`src/rtl/uart_rcv_param.sv`:
```
// Parametrised asynchronous serial receiver: oversampled frame decoder with
// optional parity, start-glitch rejection, sticky error flags and a receive FIFO.
module uart_rcv_param #(
    parameter int CLK_PER_BAUD = 2604,
    parameter int DATA_BITS    = 8,
    parameter int PARITY       = 0,
    parameter int FIFO_DEPTH   = 4
) (
    input  logic                        clk,
    input  logic                        rst_n,
    input  logic                        RX,
    input  logic                        rx_rdy_clr,
    input  logic                        err_clr,
    output logic                        rx_rdy,
    output logic [DATA_BITS-1:0]        rx_data,
    output logic [$clog2(FIFO_DEPTH):0] rx_count,
    output logic                        frame_err,
    output logic                        parity_err,
    output logic                        overrun
);

    localparam int              PW       = $clog2(FIFO_DEPTH);
    localparam int              CW       = PW + 1;
    localparam logic [11:0]     HALF_M1  = 12'(CLK_PER_BAUD / 2 - 1);
    localparam logic [11:0]     BAUD_M1  = 12'(CLK_PER_BAUD - 1);
    localparam logic [2:0]      LAST_BIT = 3'(DATA_BITS - 1);
    localparam logic [CW-1:0]   FULL     = CW'(FIFO_DEPTH);

    typedef enum logic [2:0] {S_IDLE, S_START, S_DATA, S_PARITY, S_STOP} state_e;

    logic                 ff1_q, ff2_q;
    logic                 fall;
    state_e               state_q, state_d;
    logic [11:0]          cnt_q, cnt_d;
    logic [2:0]           bit_cnt_q, bit_cnt_d;
    logic [DATA_BITS-1:0] shift_q, shift_d;
    logic                 par_ok_q, par_ok_d;
    logic                 pend_q, pend_d;
    logic                 set_frame, set_parity, set_ovr;

    logic [DATA_BITS-1:0] mem_q [FIFO_DEPTH];
    logic [PW-1:0]        wr_ptr_q, rd_ptr_q, rd_next;
    logic [CW-1:0]        count_q, count_d;
    logic [DATA_BITS-1:0] head_q, head_d;
    logic                 pop, full, wr_en;
    logic                 frame_err_q, parity_err_q, overrun_q;

    // NOTE: sequential state always uses non-blocking (<=) so every flop samples
    // the pre-edge value of its neighbours; blocking here would collapse ff1/ff2.
    always_ff @(posedge clk or negedge rst_n) begin
        if (!rst_n) begin
            ff1_q <= 1'b1;
            ff2_q <= 1'b1;
        end else begin
            ff1_q <= RX;
            ff2_q <= ff1_q;
        end
    end

    assign fall = ~ff1_q & ff2_q;

    // NOTE: every variable driven here gets a default first, so no path can
    // leave it unassigned and infer a latch.
    always_comb begin
        state_d    = state_q;
        cnt_d      = cnt_q;
        bit_cnt_d  = bit_cnt_q;
        shift_d    = shift_q;
        par_ok_d   = par_ok_q;
        pend_d     = 1'b0;
        set_frame  = 1'b0;
        set_parity = 1'b0;
        case (state_q)
            S_IDLE: begin
                if (fall) begin
                    cnt_d     = '0;
                    bit_cnt_d = '0;
                    par_ok_d  = 1'b1;
                    state_d   = S_START;
                end
            end
            S_START: begin
                if (cnt_q == HALF_M1) begin
                    cnt_d   = '0;
                    state_d = ff2_q ? S_IDLE : S_DATA;
                end else begin
                    cnt_d = cnt_q + 12'd1;
                end
            end
            S_DATA: begin
                if (cnt_q == BAUD_M1) begin
                    cnt_d     = '0;
                    shift_d   = {ff2_q, shift_q[DATA_BITS-1:1]};
                    bit_cnt_d = bit_cnt_q + 3'd1;
                    if (bit_cnt_q == LAST_BIT)
                        state_d = (PARITY != 0) ? S_PARITY : S_STOP;
                end else begin
                    cnt_d = cnt_q + 12'd1;
                end
            end
            S_PARITY: begin
                if (cnt_q == BAUD_M1) begin
                    cnt_d    = '0;
                    par_ok_d = ((^shift_q) ^ ff2_q) == (PARITY == 1);
                    state_d  = S_STOP;
                end else begin
                    cnt_d = cnt_q + 12'd1;
                end
            end
            S_STOP: begin
                if (cnt_q == BAUD_M1) begin
                    cnt_d   = '0;
                    state_d = S_IDLE;
                    if (!ff2_q)         set_frame  = 1'b1;
                    else if (!par_ok_q) set_parity = 1'b1;
                    else                pend_d     = 1'b1;
                end else begin
                    cnt_d = cnt_q + 12'd1;
                end
            end
            default: state_d = S_IDLE;
        endcase
    end

    always_ff @(posedge clk or negedge rst_n) begin
        if (!rst_n) begin
            state_q   <= S_IDLE;
            cnt_q     <= '0;
            bit_cnt_q <= '0;
            shift_q   <= '0;
            par_ok_q  <= 1'b1;
            pend_q    <= 1'b0;
        end else begin
            state_q   <= state_d;
            cnt_q     <= cnt_d;
            bit_cnt_q <= bit_cnt_d;
            shift_q   <= shift_d;
            par_ok_q  <= par_ok_d;
            pend_q    <= pend_d;
        end
    end

    // shift_q is stable during the pending cycle: the next data sample is at least HALF clocks away.
    assign pop     = rx_rdy_clr && (count_q != '0);
    assign full    = (count_q == FULL);
    assign wr_en   = pend_q && (!full || pop);
    assign set_ovr = pend_q && full && !pop;
    assign rd_next = rd_ptr_q + PW'(1);

    always_comb begin
        count_d = count_q;
        head_d  = head_q;
        if (wr_en && !pop)      count_d = count_q + CW'(1);
        else if (pop && !wr_en) count_d = count_q - CW'(1);
        if (pop) begin
            if (count_q > CW'(1)) head_d = mem_q[rd_next];
            else if (wr_en)       head_d = shift_q;
        end else if (wr_en && count_q == '0) begin
            head_d = shift_q;
        end
    end

    // NOTE: the storage array carries no reset; only pointers, count and the
    // head register do, which is all that defines the visible FIFO state.
    always_ff @(posedge clk) begin
        if (wr_en) mem_q[wr_ptr_q] <= shift_q;
    end

    always_ff @(posedge clk or negedge rst_n) begin
        if (!rst_n) begin
            wr_ptr_q     <= '0;
            rd_ptr_q     <= '0;
            count_q      <= '0;
            head_q       <= '0;
            frame_err_q  <= 1'b0;
            parity_err_q <= 1'b0;
            overrun_q    <= 1'b0;
        end else begin
            if (wr_en) wr_ptr_q <= wr_ptr_q + PW'(1);
            if (pop)   rd_ptr_q <= rd_next;
            count_q <= count_d;
            head_q  <= head_d;
            if (set_frame)    frame_err_q  <= 1'b1;
            else if (err_clr) frame_err_q  <= 1'b0;
            if (set_parity)   parity_err_q <= 1'b1;
            else if (err_clr) parity_err_q <= 1'b0;
            if (set_ovr)      overrun_q    <= 1'b1;
            else if (err_clr) overrun_q    <= 1'b0;
        end
    end

    assign rx_rdy     = (count_q != '0);
    assign rx_data    = head_q;
    assign rx_count   = count_q;
    assign frame_err  = frame_err_q;
    assign parity_err = parity_err_q;
    assign overrun    = overrun_q;

endmodule

```
`config.mk`:
```
export PLATFORM = sky130hd
export DESIGN_NAME = uart_rcv_param
export DESIGN_NICKNAME = d
export VERILOG_FILES = /design/src/rtl/uart_rcv_param.sv
export SDC_FILE = /design/constraint.sdc
export NUM_CORES = 1
export LEC_CHECK = 0
export CORE_MARGIN = 2
export CORE_UTILIZATION = 59
export DETAILED_ROUTE_END_ITERATION = 12
export HOLD_SLACK_MARGIN = 0.08
export PLACE_DENSITY_LB_ADDON = 0.12
export SLEW_MARGIN = 10
export SYNTH_ARGS = -nofsm -noshare
export SYNTH_HDL_FRONTEND = slang
export SYNTH_SLANG_ARGS = --single-unit
```
`constraint.sdc`:
```
create_clock -name clk -period 5.7 [get_ports clk]
set_input_delay 1.14 -clock clk [delete_from_list [all_inputs] [get_ports clk]]
set_output_delay 1.14 -clock clk [all_outputs]
set_load 0.02 [all_outputs]
```
; After elaboration in Yosys (flattened, before gate mapping)
; Memory sizes are Yosys's and may differ from the RTL's.
; Cells that the tools add are included.
[totals]
memories = 1
latch_bits = 0
in_bits = 5
word_cells = 113
rom_bits = 0
ramBits = 32
output_inout_bits = 15
regBits = 48
[mem_list]
columns = memory, words, word_bits, rd, rd_ports_with_merged_regs, wr, line_no
row1 = mem_q, 4, 8, 1, 0, 1, 41  ; logic [DATA_BITS-1:0] mem_q [FIFO_DEPTH];
[classes]
n_mux = 41
mul = 0
n_bitwise = 4
shift = 0
reduce_logical = 30
div = 0
n_addsub = 6
eq_ne = 15
magnitude_cmp = 1
[op_table]
columns = operator, count
row1 = 2-to-1 mux 12 bit, 3
row2 = one-hot mux 12 bit (3 select lines), 1
row3 = 2-to-1 mux 8 bit, 4
row4 = 2-to-1 mux 3 bit, 10
row5 = 2-to-1 mux 1 bit, 19
row6 = one-hot mux 3 bit (5 select lines), 1
row7 = nonzero test 2 bit, 7
row8 = "adder 12 x 1 -> 12 bit, second input constant", 1
row9 = "equality test 12 x 11 -> 1 bit, second input constant", 1
row10 = "equality test 12 bit, second input constant", 1
row11 = "inequality test 2 bit, second input constant", 6
row12 = "equality test 3 bit, second input constant", 3
row13 = XOR reduction 8 bit, 1
row14 = logical AND 1 bit, 7
row15 = "adder 3 x 1 -> 3 bit, second input constant", 2
row16 = "equality test 3 x 2 -> 1 bit, second input constant", 2
row17 = zero test 3 bit, 2
row18 = one-hot mux 3 bit (2 select lines), 1
row19 = AND reduction 2 bit, 3
row20 = AND reduction 3 bit, 2
row21 = AND reduction 6 bit, 1
row22 = nonzero test 3 bit, 2
row23 = "adder 2 x 1 -> 2 bit, second input constant", 2
row24 = "equality test 3 x 1 -> 1 bit, second input constant", 1
row25 = 11 further kinds, 14

; Depth between registers and ports, before layout
[logic_depth]
depth_word = 8
ltp_mapped = 10
ltp_nobuf = 9

; Worst setup path before layout
; OpenSTA, ideal clock, no wires.
[synth_timing]
path_kind = input to register
from = input rx_rdy_clr
to = register head_q[0] (netlist: rx_data[0])
stages = 8
t_arrival_ns = 2.741
setup_time_ns = 0.125
path_buffers = 1
required_ns = 5.575
setup_slack_ns = 2.834
path_cell_list = nand3b_1 and2_1 clkbuf_1 inv_1 ha_1 nand2b_1 a22oi_1 mux2_2
[synth_between]
elab_chain_cells = 6
word_cells_on_any_way = 8
cone_classes = eq/ne (1) / mux (1) / reduce/logical (6)
[synth_rtl]
columns = item, line_no
row1 = from (decl), 12  ; input logic rx_rdy_clr,
row2 = logical AND 1 bit (*), 144  ; assign pop = rx_rdy_clr && (count_q != '0);
row3 = logical OR 1 bit (*), 146  ; assign wr_en = pend_q && (!full || pop);
row4 = logical AND 1 bit (*), 146
row5 = net wr_en, 45  ; logic pop, full, wr_en;
row6 = logical AND 1 bit, 158  ; end else if (wr_en && count_q == '0) begin
row7 = nonzero test 2 bit (no source line), -
row8 = AND reduction 2 bit (no source line) (*), -
row9 = to (signal assigned), 174  ; head_q <= '0;
row10 = to (signal assigned), 182  ; head_q <= head_d;
row11 = to (decl), 44  ; logic [DATA_BITS-1:0] head_q, head_d;
; Mark *: on every way through the listed nets, which the timed path passes. The rest lies on a longest branch.
; A chain may end at the register's enable or synchronous reset.

; Final worst setup path
[layout_timing]
from = input rx_rdy_clr
to = register head_q[3] (netlist: rx_data[3])
[layout_between]
elab_chain_cells = 6
word_cells_on_any_way = 8
cone_classes = eq/ne (1) / mux (1) / reduce/logical (6)
[layout_rtl]
columns = item, line_no
row1 = logical AND 1 bit (*), 144
row2 = logical OR 1 bit, 146
row3 = logical AND 1 bit, 146
row4 = logical AND 1 bit, 158
row5 = nonzero test 2 bit (no source line), -
row6 = AND reduction 2 bit (no source line), -
; Mark *: on every way between the ends. The rest lies on a longest branch, timed or not.

==> metrics.md <==
| Metric | Value |
|---|---|
| ANT nets after route | 0 |
| CTS max path bufs | 2 |
| Vias | about 2.3k |
| Slew HR | 0.3576 |
| CTS Hold Bufs | 0 |
| Worst Setup Path Type | primary input to flip-flop |
| Detailed Place HPWL | roughly 4600 microns |
| Global router's overall resource usage | 0.2132 |
| Clock Skews | ~0.0080 ns |
| Max Used Layer | met4 |
| Final #Nets | between 300 and 400 |
| Initial drt markers | between 100 and 150 |
| VDD IR-drop max | 0.0001922 V |
| CP endpoint kind | flip-flop |
| Starting density of the core | 0.6116 |
| Cell taking the most area after synthesis | dfrtp_1 |
| DRT Wirelength | between 6000 and 7000 microns |
| Critical Path AT | approximately 3.5 ns |
| Synth Cell Area | between 3000 and 4000 sq um |
| GP Congestion | 0.8232 |
| Routed len/inst | roughly 17 microns |
| Post-synth top cells | dfrtp_1 (45), edfxtp_1 (32), o21ai_0 (18) |
| Slew Viols, Final | 0 |
| Post-synth top area share | 0.2899 |
| Pwr Total | 1.218 mW |
| Largest net degree at the start of global routing | between 40 and 50 |
| Max Freq | approximately 300 MHz |
| Core ar. | approximately 6300 sq um |
| Sequential area share after synthesis | 0.5577 |
| Area growth syn-to-layout | 10.66% |
| Most used flip-flop cell after synthesis | dfrtp_1 |
| RSZ-0062 raised after global routing | false |
| Setup TNS | 0 ns |
| Post-synthesis average cell area | 13.21 sq um |
| Post-CTS setup repair buffer count | 0 |
| Pwr Density | roughly 280 nW/um^2 |
| Yosys reg bits | 80 |
| Vias in the first global route | between 2k and 2.5k |
| Met3 WL | a little over 200 microns |
| Root buf cell | clkbuf_8 |
| CP Launch Type | primary input |
| CTS tree | done |
| Synth warn | 0 |
| CTS sink count | 80 |
| N_diodes | 0 |
| First-pass GRT wire length | roughly 12000 microns |
| Met2 WL | ~3400 microns |
| Drc violations | 0 |
| Post_cts resized | 0 |
| Die Y | around 85 microns |
| Crit path max fanout | 8 |
| Drt pass-1 iters | 5 |
| I/O pin count | 20 |
| Number of max-cap violations | 0 |
| Metal-1 WL | approximately 3100 microns |
| Initial antenna violation count | 0 |
| Synth top area cells | dfrtp_1 (29%), edfxtp_1 (25%), mux2_2 (4.9%), mux4_2 (4.6%), ha_1 (4.5%) |
| CP required | ~5.9 ns |
| Mapped Nets | 313 |
| CTS Buf Count | 9 |
| Mapped Cells | just under 300 |
| Final Setup Violations | 0 |
| Hold crit path type | flip-flop to flip-flop |
| Final Cycle Share | 0.5781 |
| Rows | 29 |
| Number of flops mapped to enable cells by yosys | 32 |
| Final-report hold violation count | 0 |
| Min Tclk post-route | between 3 and 4 ns |
| Async set-reset flop share out of synthesis | 0.6000 |
| Leak pwr | 1.837 nW |
| Die width | roughly 85 microns |
| Latest clock arrival within the worst-skew pair | 0.35 ns |
| Clock slew at reported path FFs | 0.08 ns |
| Status | finished, final reports clean |
| GRT overflow | 0 |
| Die area | slightly above 7000 sq um |
| Slew at the pin closest to its max-slew limit | 0.9618 ns |
| Port bufs | 19 |
| Top-count cell post-synth | dfrtp_1 |
| Htree depth | 3 |
| Share of layout cells above drive strength 1 | 0.1792 |
| Yosys cell types | 58 |
| Via/cell ratio | between 5 and 6 |
## worst paths after layout
kind / from / endpoint / slack (ns) / cells past startpoint
min in group asynchronous: rst_n / rx_data[2] / 0.80 / 1
hold reg to reg: ff1_q / ff2_q / 0.38 / 0
max in group asynchronous: rst_n / wr_ptr_q[1] / 4.47 / 1
hold / removal: ff1_q / ff2_q / 0.38 / 0
setup / recovery: rx_rdy_clr / rx_data[3] / 2.40 / 8
setup reg to reg: cnt_q[0] / shift_q[0] / 2.85 / 5
## sequential cells by signal, summed over array words and instances (netlist names)
register    count
mem_q          32
cnt_q          12
rx_data         8
shift_q         8
bit_cnt_q       3
rx_count        3
state_q         3
rd_ptr_q        2
wr_ptr_q        2
ff1_q           1
ff2_q           1
frame_err       1
overrun         1
par_ok_q        1
parity_err      1
pend_q          1
## per-stage QoR
step           utilization  cells  instance area (sq um)  setup slack [ns]  hold WS [ns]
2_1_floorplan            -    294                   3884             2.834        0.3581
3_3_place_gp        0.6467    379                   4106             2.104        0.3629
3_5_place_dp        0.6467    379                   4106             2.018        0.3626
4_1_cts             0.6765    395                   4295             2.386        0.3744
5_1_grt             0.6768    395                   4298             2.170        0.3930
6_report            0.6768    395                   4298             2.405        0.3776
## critical path, cell delays in order
cell and delay, ns:
clkdlybuf4s50_1 0.49, nand3b_1 0.28, and2_1 0.26, inv_1 0.08
ha_1 0.14, nand2b_1 0.06, a22oi_1 0.66, mux2_2 0.41
## per-layer routing
metal  vias up  global-route usage
li1       1138                   -
met1      1157              0.2821
met2        38              0.3494
met3        11             0.04669
met4         0             0.07792
met5         -                   0
## cells by family (layout without fill, tap and decap cells)
group	Yosys count	after routing	synth area share
AO/OA/AOI/OAI	53	53	0.09376
flip-flops	80	80	0.5577
multiplexers	36	36	0.1331
adder cells (fa/ha/maj)	14	14	0.04510
buffers and inverters	29	53	0.03479
AND/OR/NAND/NOR	68	68	0.1005
XOR/XNOR	14	14	0.03512
## layout by cell type (no fill, tap or decap), types with 7 or more instances in the layout
master            n
inv_1            17
clkdlybuf4s50_1  18
nor2_1           10
clkbuf_8          9
mux2_2           17
edfxtp_1         32
xnor2_1           9
nand2_1          16
mux2_4            7
ha_1             14
dfrtp_1          45
o21ai_0          18
mux4_2            8
## power breakdown
| part | internal [mW] | switching [mW] |
|---|---|---|
| Combinational | 0.0614 | 0.0935 |
| Sequential | 0.619 | 0.0428 |
| Clock | 0.203 | 0.199 |
| Total | 0.883 | 0.335 |
## final cells by class
type,instances,area [sq um]
clock buffer,11,131.4
sequential,80,2166
clock inverter,5,57.56
tap,77,96.34
multi-input combinational,185,1588
fill,463,2052
timing repair buffer,20,195.2
inverter,17,63.81
No activity file was read; power rests on OpenSTA's default activity.
